--- config.mk ---
export PLATFORM = sky130hd
export DESIGN_NAME = alu_sequencer
export DESIGN_NICKNAME = d
export VERILOG_FILES = /design/src/rtl/cpu_pkg.sv /design/src/rtl/reg_file8.sv /design/src/rtl/alu_sequencer.sv
export SDC_FILE = /design/constraint.sdc
export NUM_CORES = 1
export LEC_CHECK = 0
export ABC_AREA = 1
export CAP_MARGIN = 25
export CORE_MARGIN = 8
export CORE_UTILIZATION = 30
export DETAILED_ROUTE_END_ITERATION = 16
export PLACE_DENSITY = 0.54
export SLEW_MARGIN = 0
export SYNTH_ARGS = -nofsm -noshare
export SYNTH_HDL_FRONTEND = slang
export SYNTH_SLANG_ARGS = --single-unit
--- constraint.sdc ---
create_clock -name clk -period 2.8 [get_ports clk]
set_input_delay 0.28 -clock clk [delete_from_list [all_inputs] [get_ports clk]]
set_output_delay 0.28 -clock clk [all_outputs]
set_load 0.02 [all_outputs]
--- src/rtl/cpu_pkg.sv ---
// cpu_pkg: opcodes, ALU selects, FSM states and instruction field positions shared by the sequencer.
package cpu_pkg;
    localparam logic [3:0] OP_PASS = 4'd0, OP_NOT = 4'd1, OP_ADD = 4'd2, OP_SUB = 4'd3;
    localparam logic [3:0] OP_AND = 4'd4, OP_OR = 4'd5, OP_XOR = 4'd6, OP_SLT = 4'd7;
    localparam logic [3:0] OP_LDI = 4'd8, OP_BEQ = 4'd9;
    localparam logic [3:0] ALU_PASS = 4'h0, ALU_NOT = 4'h1, ALU_ADD = 4'h2, ALU_SUB = 4'h3;
    localparam logic [3:0] ALU_AND = 4'h4, ALU_OR = 4'h5, ALU_XOR = 4'h6, ALU_SLT = 4'h7;
    localparam int OP_MSB = 15, OP_LSB = 12, RD_MSB = 11, RD_LSB = 9;
    localparam int RS_MSB = 8, RS_LSB = 6, RT_MSB = 5, RT_LSB = 3, IMM_MSB = 5, IMM_LSB = 0;
    typedef enum logic [1:0] {ST_IDLE, ST_READ, ST_EXEC, ST_WRITE} state_t;
endpackage

--- src/rtl/reg_file8.sv ---
// reg_file8: 8-entry register file, two read ports plus a debug port, r0 fixed at zero.
module reg_file8 #(
    parameter int word_size = 32
) (
    input  logic                 clk,
    input  logic                 reset,
    input  logic [2:0]           ra1_i,
    input  logic [2:0]           ra2_i,
    input  logic [2:0]           dbg_addr_i,
    input  logic                 we_i,
    input  logic [2:0]           wa_i,
    input  logic [word_size-1:0] wd_i,
    output logic [word_size-1:0] rd1_o,
    output logic [word_size-1:0] rd2_o,
    output logic [word_size-1:0] dbg_o
);
    logic [word_size-1:0] regs_q [8];
    always_ff @(posedge clk) begin
        if (reset) begin
            for (int i = 0; i < 8; i++) regs_q[i] <= '0;
        end else if (we_i && wa_i != 3'd0) begin
            regs_q[wa_i] <= wd_i;
        end
    end
    assign rd1_o = regs_q[ra1_i];
    assign rd2_o = regs_q[ra2_i];
    assign dbg_o = regs_q[dbg_addr_i];
endmodule

--- src/rtl/alu_sequencer.sv ---
// alu_sequencer: four-state READ/EXEC/WRITE sequencer driving an external combinational ALU.
module alu_sequencer
    import cpu_pkg::*;
#(
    parameter int word_size = 32
) (
    input  logic                 clk,
    input  logic                 reset,
    input  logic [15:0]          instr,
    input  logic                 instr_valid,
    output logic                 instr_ready,
    output logic [word_size-1:0] alu_a,
    output logic [word_size-1:0] alu_b,
    output logic [3:0]           alu_sel,
    input  logic [word_size-1:0] alu_result,
    input  logic                 alu_zero,
    output logic                 done,
    output logic [word_size-1:0] result,
    output logic                 branch_taken,
    output logic                 illegal,
    input  logic [2:0]           dbg_addr,
    output logic [word_size-1:0] dbg_data
);
    state_t state_q, state_d;
    logic [15:0] instr_q, instr_d;
    logic [word_size-1:0] a_q, a_d, b_q, b_d, res_q, res_d, result_q, result_d;
    logic [word_size-1:0] rs_data, rt_data, imm_ext, wr_data;
    logic [3:0] sel_q, sel_d, op;
    logic zero_q, zero_d, done_q, done_d, bt_q, bt_d, ill_q, ill_d, wr_en, uses_alu;

    assign op       = instr_q[OP_MSB:OP_LSB];
    assign imm_ext  = {{(word_size-6){1'b0}}, instr_q[IMM_MSB:IMM_LSB]};
    assign uses_alu = op <= OP_SLT || op == OP_BEQ;
    assign wr_en    = state_q == ST_WRITE && op <= OP_LDI;
    assign wr_data  = op == OP_LDI ? imm_ext : res_q;

    reg_file8 #(.word_size(word_size)) u_rf (
        .clk(clk), .reset(reset),
        .ra1_i(instr_q[RS_MSB:RS_LSB]), .ra2_i(instr_q[RT_MSB:RT_LSB]), .dbg_addr_i(dbg_addr),
        .we_i(wr_en), .wa_i(instr_q[RD_MSB:RD_LSB]), .wd_i(wr_data),
        .rd1_o(rs_data), .rd2_o(rt_data), .dbg_o(dbg_data)
    );

    always_ff @(posedge clk) begin
        if (reset) begin
            state_q  <= ST_IDLE;
            instr_q  <= '0;
            a_q      <= '0;
            b_q      <= '0;
            sel_q    <= '0;
            res_q    <= '0;
            zero_q   <= 1'b0;
            done_q   <= 1'b0;
            result_q <= '0;
            bt_q     <= 1'b0;
            ill_q    <= 1'b0;
        end else begin
            state_q  <= state_d;
            instr_q  <= instr_d;
            a_q      <= a_d;
            b_q      <= b_d;
            sel_q    <= sel_d;
            res_q    <= res_d;
            zero_q   <= zero_d;
            done_q   <= done_d;
            result_q <= result_d;
            bt_q     <= bt_d;
            ill_q    <= ill_d;
        end
    end

    always_comb begin
        state_d  = state_q;
        instr_d  = instr_q;
        a_d      = a_q;
        b_d      = b_q;
        sel_d    = sel_q;
        res_d    = res_q;
        zero_d   = zero_q;
        done_d   = 1'b0;
        result_d = result_q;
        bt_d     = bt_q;
        ill_d    = ill_q;
        case (state_q)
            ST_IDLE: begin
                state_d = instr_valid ? ST_READ : ST_IDLE;
                instr_d = instr_valid ? instr : instr_q;
            end
            ST_READ: begin
                // LDI and reserved opcodes leave the ALU inputs untouched
                a_d     = uses_alu ? rs_data : a_q;
                b_d     = uses_alu ? rt_data : b_q;
                sel_d   = uses_alu ? (op == OP_BEQ ? ALU_SUB : op) : sel_q;
                state_d = ST_EXEC;
            end
            ST_EXEC: begin
                res_d   = alu_result;
                zero_d  = alu_zero;
                state_d = ST_WRITE;
            end
            default: begin
                done_d   = 1'b1;
                result_d = op > OP_BEQ ? '0 : wr_data;
                bt_d     = op == OP_BEQ && zero_q;
                ill_d    = op > OP_BEQ;
                state_d  = ST_IDLE;
            end
        endcase
    end

    assign instr_ready  = state_q == ST_IDLE;
    assign alu_a        = a_q;
    assign alu_b        = b_q;
    assign alu_sel      = sel_q;
    assign done         = done_q;
    assign result       = result_q;
    assign branch_taken = bt_q;
    assign illegal      = ill_q;
endmodule
==> results.yml <==
finish:
  final_cell_mix: "nand2_1, nand3_1, nor2_1, inv_1, edfxtp_1"
  final_common_cell: "nand2_1"
  syn_to_final_growth_pct: 21.4
  fin_util_pct: 36.7
  drive_above_1_share_pct: 5.02
  diodes: 0
  finalInstanceArea_um2: 26600
  fin_nets: 3206
global_route:
  grt_pass1_wl_um: 124000
  antenna_found_initial: 0
  grt_max_degree: 129
  grt_pass1_vias: 19200
  grt_overflow_total: 0
  grt_usage_pct: 19.6
placement:
  placed_area_um2: 25000
  place_congestion: 0.815
  portBuffers: 190
  dp_hpwl_um: 49300
sta:
  maxClockFrequency_mhz: 413
  setup_violations: 0
  relSlewSlack_pct: 29.4
  fin_crit_sh_pct: 86.4
  slew_viol_final: 0
  post-route-min-period_ns: 2.42
  finalHoldViolations: 0
  tightestPinTransition_ns: 1.06
  setup_tns_ns: 0
  skew_ns: 0.0177
  rsz0062_at_grt: "false"
  holdWs_ns: 0.259
cts:
  cts_buffers: 48
  clock-sinks: 410
  cts_tree: "built"
  cts_buffer_depth: 3
  cts_repair_resize_count: 0
  ctsHoldBuffers: 0
  clk_pin_slew_ns: 0.06
  h-tree-depth: 2
  clk_latency_ns: 0.60
  cts-root-buf: "clkbuf_16"
  cts_setup_buffers: 0
drt:
  wl_per_cell_um: 20.0
  ant_nets: 0
  viasPerCell: 4.90
  vias: 20300
  drt-total-wl_um: 82900
  drtPass1Iterations: 6
  drt_iter0_markers: 2027
  drc: 0
job:
  cap_violations: 0
die:
  ioPinCount: 191
  core_um2: 72600
  die_h_um: 286
  floorplan.initialDensity_pct: 30.2
  fp.dieW_um: 286
  die_area_um2: 82000
  num_rows: 99
power:
  ir_worst_vdd_v: 0.000424
  leakagePower_nw: 11.3
  pwr_density_cell_nw_per_um2: 696
logic_synthesis:
  synth_edf_count: 256
  ys_async_sr_fraction_pct: 0
  syn_area_um2: 21900
  seq_area_frac_synth_pct: 49.1
  avgSynthCellArea_um2: 7.22
  synth_warnings: 0
  yosys.cell_types.count: 23
  synth-main-ff-cell: "edfxtp_1"
  synth_cells: 3036
  synth-seq-cells: 410
critical_path:
  crit_type: "flip-flop to primary output"
  worstPathRequired_ns: 2.52
  cp-start-kind: "flip-flop"
  end_kind: "primary output"
  cp.arrival_ns: 2.14
  crit_path_max_fanout: 3
status:
  run_status: "complete, no violations"
hold_path:
  min_path_type: "primary input to flip-flop"
-- report_power, final --
| part | total, W | switching [W] | leakage (nW) | internal, W |
|---|---|---|---|---|
| registers | 0.00711 | 0.000240 | 3.89 | 0.00687 |
| clock network | 0.00645 | 0.00269 | 0.776 | 0.00376 |
| logic | 0.00495 | 0.00342 | 6.60 | 0.00153 |
-- state kept, by name (all words and copies together) (netlist names) --
| signal | cells |
|---|---|
| alu_a | 32 |
| alu_b | 32 |
| alu_sel | 4 |
| branch_taken | 1 |
| done | 1 |
| illegal | 1 |
| instr_q | 16 |
| res_q | 32 |
| result | 32 |
| state_q | 2 |
| u_rf.regs_q | 256 |
| zero_q | 1 |
-- per-layer routing --
metal / GRT usage (%) / vias to the layer above / share of wire (%)
li1: - / 9976 / -
met1: 28.0 / 9307 / 46
met2: 29.2 / 863 / 42
met3: 4.07 / 170 / 8.6
met4: 6.22 / 0 / 2.9
met5: 0 / - / 0
-- cell families (layout without fill, tap and decap cells) --
family	after synthesis	count (layout)	share of synthesized area, %
DFF	410	410	49.1
adders and majority gates	5	5	0.285
buffers and inverters	564	682	9.74
other	1	32	0.0171
and+or+nand+nor	1600	1600	30.0
AOI/OAI and AO/OA	456	456	10.8
-- synth_stat cells, drive strengths merged (5+ instances only) --
| cell type | number | share of area [%] |
|---|---|---|
| nand2 | 797 | 14 |
| nor2 | 363 | 6.2 |
| inv | 346 | 5.9 |
| buf | 52 | 0.97 |
| nand4 | 7 | 0.20 |
| nand3 | 426 | 9.7 |
| clkbuf | 164 | 2.8 |
| edfxtp | 256 | 35 |
| o21a | 32 | 1.1 |
| ha | 5 | 0.29 |
| o21ai | 183 | 4.2 |
| dfxtp | 154 | 14 |
| a21oi | 241 | 5.5 |
-- area by class of cell --
cell class                 instances  area [um2]
inverter                         348        1310
fill                            7669       46000
clock buffer                      60        1340
tap                              959        1200
sequential                       410       10800
clock inverter                    29         268
timing repair buffer             245        2580
multi-input combinational       2093        9130
-- through the flow --
step           power [W]  worst slack (ns)  cells
2_1_floorplan     0.0101             0.422   3067
3_3_place_gp      0.0121             0.463   4055
3_5_place_dp      0.0122             0.472   4055
4_1_cts           0.0187             0.354   4144
5_1_grt           0.0194             0.252   4144
6_report          0.0185             0.381   4144
-- final timing paths --
path | endpoint | slack [ns] | cells after the start | from
worst min register to register | alu_sel[3] | 0.44 | 2 | alu_sel[3]
worst max-delay path | dbg_data[0] | 0.38 | 6 | u_rf.regs_q[1][0]
worst min-delay path | res_q[4] | 0.26 | 5 | reset
worst max register to register | result[29] | 0.83 | 7 | instr_q[13]
-- worst max-delay path, cell delays in order (launching register included) --
cell and delay (ns):
edfxtp_1 0.33, inv_1 0.08, a21oi_1 0.11, o21ai_0 0.09, nand3_1 0.10, o21a_1 0.20
clkdlybuf4s50_1 0.63
Power figures use the tool's default switching activity.
